===== config.mk =====
export PLATFORM = sky130hd
export DESIGN_NAME = spin_update
export DESIGN_NICKNAME = d
export VERILOG_FILES = /design/src/rtl/spin_update.sv
export SDC_FILE = /design/constraint.sdc
export NUM_CORES = 1
export LEC_CHECK = 0
export ABC_AREA = 1
export CAP_MARGIN = 0
export CORE_MARGIN = 4
export CORE_UTILIZATION = 28
export CTS_CLUSTER_SIZE = 20
export DETAILED_ROUTE_END_ITERATION = 8
export GPL_ROUTABILITY_DRIVEN = 0
export PLACE_DENSITY = 0.51
export SETUP_SLACK_MARGIN = 0.3
export SLEW_MARGIN = 20
export SYNTH_ARGS = -nofsm -noshare
export SYNTH_HDL_FRONTEND = slang
export SYNTH_SLANG_ARGS = --single-unit

===== constraint.sdc =====
create_clock -name clk -period 10.5 [get_ports clk]
set_clock_uncertainty 0.1 [all_clocks]
set_input_delay 1.575 -clock clk [delete_from_list [all_inputs] [get_ports clk]]
set_output_delay 1.575 -clock clk [all_outputs]
set_load 0.05 [all_outputs]

===== src/rtl/spin_update.sv =====
// spin_update: consumer end of the Ising sampler's local-field interface.
// Accepts N packed signed local fields, then updates one spin per cycle
// (sign of field + noise; a zero sum keeps the spin), and presents the new
// spin vector over a valid/ready handshake.
// Optional feature macro: SPIN_NOISE_EN (adds LFSR thermal noise; when
// undefined the update is a deterministic zero-temperature descent).
module spin_update #(
    parameter int          N          = 4,
    parameter int          DATABITS   = 16,
    parameter logic [N-1:0] INIT_SPINS = 4'b0101,
    parameter int          TEMP_SHIFT = 4,
    parameter logic [15:0] LFSR_SEED  = 16'hACE1
) (
    input  logic                  clk,
    input  logic                  rst,
    input  logic [DATABITS*N-1:0] field_data,
    input  logic                  field_valid,
    output logic                  field_ready,
    output logic [N-1:0]          spins_out,
    output logic                  spins_valid,
    input  logic                  spins_ready,
    input  logic [N-1:0]          spin_init,
    input  logic                  init_load,
    output logic [15:0]           sweep_count
);

    // Sum width: one field plus one noise sample can never overflow this.
    localparam int SW = DATABITS + 2;
    localparam int KW = (N > 1) ? $clog2(N) : 1;

    typedef enum logic [1:0] {IDLE, UPDATE, PRESENT} state_t;

    state_t                     state_reg;
    logic [KW-1:0]              k_reg;
    logic [N-1:0]               spins_reg;
    logic                       valid_reg;
    logic [15:0]                count_reg;
    logic signed [DATABITS-1:0] fields_reg [N];
    logic signed [DATABITS-1:0] field_vec  [N];
    logic signed [SW-1:0]       noise;
    logic signed [SW-1:0]       sum;
    logic                       sum_pos;
    logic                       sum_neg;

    // Unpack the flat field bus into one signed element per spin.
    generate
        for (genvar gi = 0; gi < N; gi++) begin : g_unpack
            assign field_vec[gi] = field_data[gi*DATABITS +: DATABITS];
        end
    endgenerate

`ifdef SPIN_NOISE_EN
    logic [15:0]        lfsr_reg;
    logic signed [15:0] lfsr_scaled;

    // Larger TEMP_SHIFT shrinks the noise amplitude (lower temperature).
    assign lfsr_scaled = $signed(lfsr_reg) >>> TEMP_SHIFT;
    assign noise       = SW'(lfsr_scaled);

    // Galois LFSR, taps 0xB400, stepped once for every spin update.
    always_ff @(posedge clk) begin
        if (rst) begin
            lfsr_reg <= LFSR_SEED;
        end else if (state_reg == UPDATE) begin
            lfsr_reg <= lfsr_reg[0] ? ((lfsr_reg >> 1) ^ 16'hB400) : (lfsr_reg >> 1);
        end
    end
`else
    assign noise = '0;

    // Noise parameters have no effect in the deterministic build.
    if ((TEMP_SHIFT < 0) || (LFSR_SEED == 16'h0000)) begin : g_noise_params_unused
    end
`endif

    assign sum     = SW'(fields_reg[k_reg]) + noise;
    assign sum_neg = sum[SW-1];
    assign sum_pos = !sum[SW-1] && (sum != '0);

    assign field_ready = (state_reg == IDLE) && !init_load;
    assign spins_out   = spins_reg;
    assign spins_valid = valid_reg;
    assign sweep_count = count_reg;

    // Control FSM: accept fields, sweep spins 0..N-1, hold result until taken.
    always_ff @(posedge clk) begin
        if (rst) begin
            state_reg <= IDLE;
            spins_reg <= INIT_SPINS;
            valid_reg <= 1'b0;
            count_reg <= 16'h0000;
            k_reg     <= '0;
        end else begin
            case (state_reg)
                IDLE: begin
                    if (init_load) begin
                        spins_reg <= spin_init;
                    end else if (field_valid) begin
                        fields_reg <= field_vec;
                        k_reg      <= '0;
                        state_reg  <= UPDATE;
                    end
                end
                UPDATE: begin
                    if (sum_pos) begin
                        spins_reg[k_reg] <= 1'b1;
                    end else if (sum_neg) begin
                        spins_reg[k_reg] <= 1'b0;
                    end
                    if (k_reg == KW'(N - 1)) begin
                        state_reg <= PRESENT;
                        valid_reg <= 1'b1;
                    end else begin
                        k_reg <= k_reg + 1'b1;
                    end
                end
                PRESENT: begin
                    if (spins_ready) begin
                        valid_reg <= 1'b0;
                        count_reg <= count_reg + 16'h0001;
                        state_reg <= IDLE;
                    end
                end
                default: begin
                    state_reg <= IDLE;
                end
            endcase
        end
    end

endmodule


==> flow_summary.toml <==
[die]
dieArea_um2 = 14600
row_count = 41
core_um2 = 12600
initial_core_util_pct = 28.4
io_pins = 95
die_w_um = 121
dieHeight_um = 121

[synthesis]
synth_cells = 326
syn_avg_cell_area_um2 = 11.0
synth_warnings = 0
synth_fp_nets = 404
synth-simple-area-share_pct = 21.3
syn_area_um2 = 3570
synth_top_family_by_area = "simple AND/OR/NAND/NOR gates"
ys_seq_area_share_pct = 67.8
synth_mux_area_share_pct = 0
synth_fa_ha_area_share_pct = 1.75
synth_compound_area_share_pct = 4.41
yosysUniqueCellTypes = 29
ys_ff_latch = 89
synth_xor_xnor_area_share_pct = 0.490

[layout]
layout.cells.non_filler = 605
n_antenna_cell = 0
largest_reg_flops = 64
drive_gt1_share_pct = 7.39
final_util_pct = 39.8
layout_commonest_cell = "clkdlybuf4s50_1"
final_cell_mix = "clkdlybuf4s50_1 (94), nand2_1 (66), edfxtp_1 (64), nor2_1 (41), inv_1 (32)"
syn_to_final_growth_pct = 40.1
final_cell_area_um2 = 5010
final_nets = 506
fillers = 1256

[detailed_routing]
dr.pass1.iters = 4
drc = 0
wire_per_inst_um = 12.5
detail_route.vias_per_cell = 4.15
drt_iter0_drc = 150
ant_nets = 0
via_count = 2510
drt-total-wl_um = 7540

[worst_setup_path]
path_buf_inv = 4
endpoint_kind = "primary output"
crit_chain = "clkdlybuf4s50_1 > inv_1 > nand2_1 > inv_1 > clkdlybuf4s50_1"
critPathLaunchType = "input pin"
arrival_ns = 3.04
slowest_stage = "clkdlybuf4s50_1"
max_stage_delay_ns = 0.81
crit_cells = 5
path_max_fanout = 3
ff2ff_path_depth = 11
crit_family = "buffers and inverters"
critPathRequiredTime_ns = 8.83
path_class = "input pin to primary output"

[timing]
worst_pin_slew_ns = 0.802
report.final.slew_viol_count = 0
fin_crit_sh_pct = 44.9
max_freq_mhz = 212
period_needed_ns = 4.71
finalSetupViolations = 0
rsz0062_at_grt = "false"
maxSlewHeadroom_pct = 46.5
hold_violations = 0
hold-worst-slack_ns = 0.378
fin_tns_setup_ns = 0

[clock_network]
cts_setup_buffers = 0
numCtsBuffers = 9
cts_root_buf = "clkbuf_16"
cts_tree = "done"
clock_latency_ns = 0.34
cts_sinks = 89
cts.repair.resized = 0
htreeDepth = 3
cts.path.max_buffers = 2
cts_hold_buf = 0
path_clk_slew_ns = 0.06

[placement]
dp.cells = 589
dp_hpwl_um = 5530
place_area_um2 = 4720
port_buffers = 94

[grt]
overflow = 0
grt_util_all_layers_pct = 10.9
grt_pass1_wl_um = 12200
antenna_found_initial = 0
grt_max_degree = 65
grt_pass1_vias = 2572

[pwr]
vdd_drop_max_mv = 0.0756
seq_power_share_pct = 50.9
switching_share_pct = 21.5
power.leakage_nw = 1.82
p_sw_w = 0.000166
clockPowerShare_pct = 40.1
p_int_w = 0.000606
power_density_nw_per_um2 = 154
combPwrFrac_pct = 9.0

[worst_hold_path]
hp-class = "flop to flop"
min_path_cells = 2

[job]
cap_viol_max_count = 0

[outcome]
status = "finished clean"
power by group through the flow:
stage / Combinational (W) / Sequential [W] / Clock [W]
final: 0.0000693 / 0.000393 / 0.000309
after global placement: 0.0000697 / 0.000401 / 0
after floorplan: 0.0000271 / 0.000405 / 0
after detailed placement: 0.0000703 / 0.000401 / 0
after CTS: 0.0000706 / 0.000393 / 0.000322
after global routing: 0.0000764 / 0.000394 / 0.000335
stage by stage:
stage          power, W  setup slack, ns
4_1_cts        0.000786             5.78
6_report       0.000772             5.79
5_1_grt        0.000805             5.73
3_5_place_dp   0.000471             5.78
3_3_place_gp   0.000471             5.80
2_1_floorplan  0.000432             5.24
routing by layer:
layer	vias up	share of wire [%]	wire length [µm]	track usage, %
met4	0	2.4	183	6.37
met1	1114	45	3380	13.3
li1	1308	-	-	-
met5	-	0	0	0
met3	11	7.9	597	4.34
met2	77	45	3380	16.4
kinds of logic (layout without fill, tap and decap cells):
group	Yosys count	in the layout
flip-flops	89	89
adder cells (fa/ha/maj)	5	5
XOR/XNOR	2	2
AND/OR/NAND/NOR	163	163
AO/OA/AOI/OAI	29	29
buffers and inverters	38	145
worst reg2reg max path, stage by stage (launching register included):
cell     delay (ns)
dfxtp_1        0.69
inv_1          0.41
nor3_1         0.22
nand2_1        0.08
nand2_1        0.08
nand3_1        0.07
nand2_1        0.11
nand3_2        0.13
nand2_1        0.11
nor2_1         0.04
nand2_1        0.06
nand3_1        0.06
final cells by class:
class	instances	area [µm²]	area share [%]
sequential	89	2420	48.4
inverter	34	128	2.55
clock inverter	6	58.8	1.17
clock buffer	10	229	4.57
tap	172	215	4.30
multi-input combinational	199	1010	20.1
timing repair buffer	95	948	18.9
cells in the mapped netlist:
cell       n  area [µm²]
nand3_2    2        20.0
a21oi_1   15        75.1
nor3b_2    1        12.5
clkinv_1   1        3.75
or2_2      2        12.5
nand3_4    1        17.5
nand2_2    2        12.5
nand2_1   66         248
a211oi_1   2        15.0
clkbuf_1   2        7.51
nand4_1    2        12.5
inv_2      1        3.75
ha_1       5        62.6
nor2_2     4        25.0
nand3b_1   6        45.0
o21a_1     3        22.5
edfxtp_1  64        1920
nor3_2     2        20.0
nand3_1   22         110
xor2_1     1        8.76
xnor2_1    1        8.76
nor2_4     2        22.5
nor3_1     9        45.0
inv_1     32         120
o21ai_0    9        45.0
nor2_1    42         158
dfxtp_1   25         500
buf_6      1        11.3
buf_4      1        7.51
final timing paths:
path / start / to / slack [ns]
max: init_load / field_ready / 5.79
min: spins_valid$_SDFFE_PP0P_ / spins_valid$_SDFFE_PP0P_ / 0.38
max reg2reg: k_reg[0]$_SDFFE_PP0P_ / flop / 8.22
min reg2reg: spins_valid$_SDFFE_PP0P_ / spins_valid$_SDFFE_PP0P_ / 0.38
Note: power is estimated with default switching activity, not from simulation.
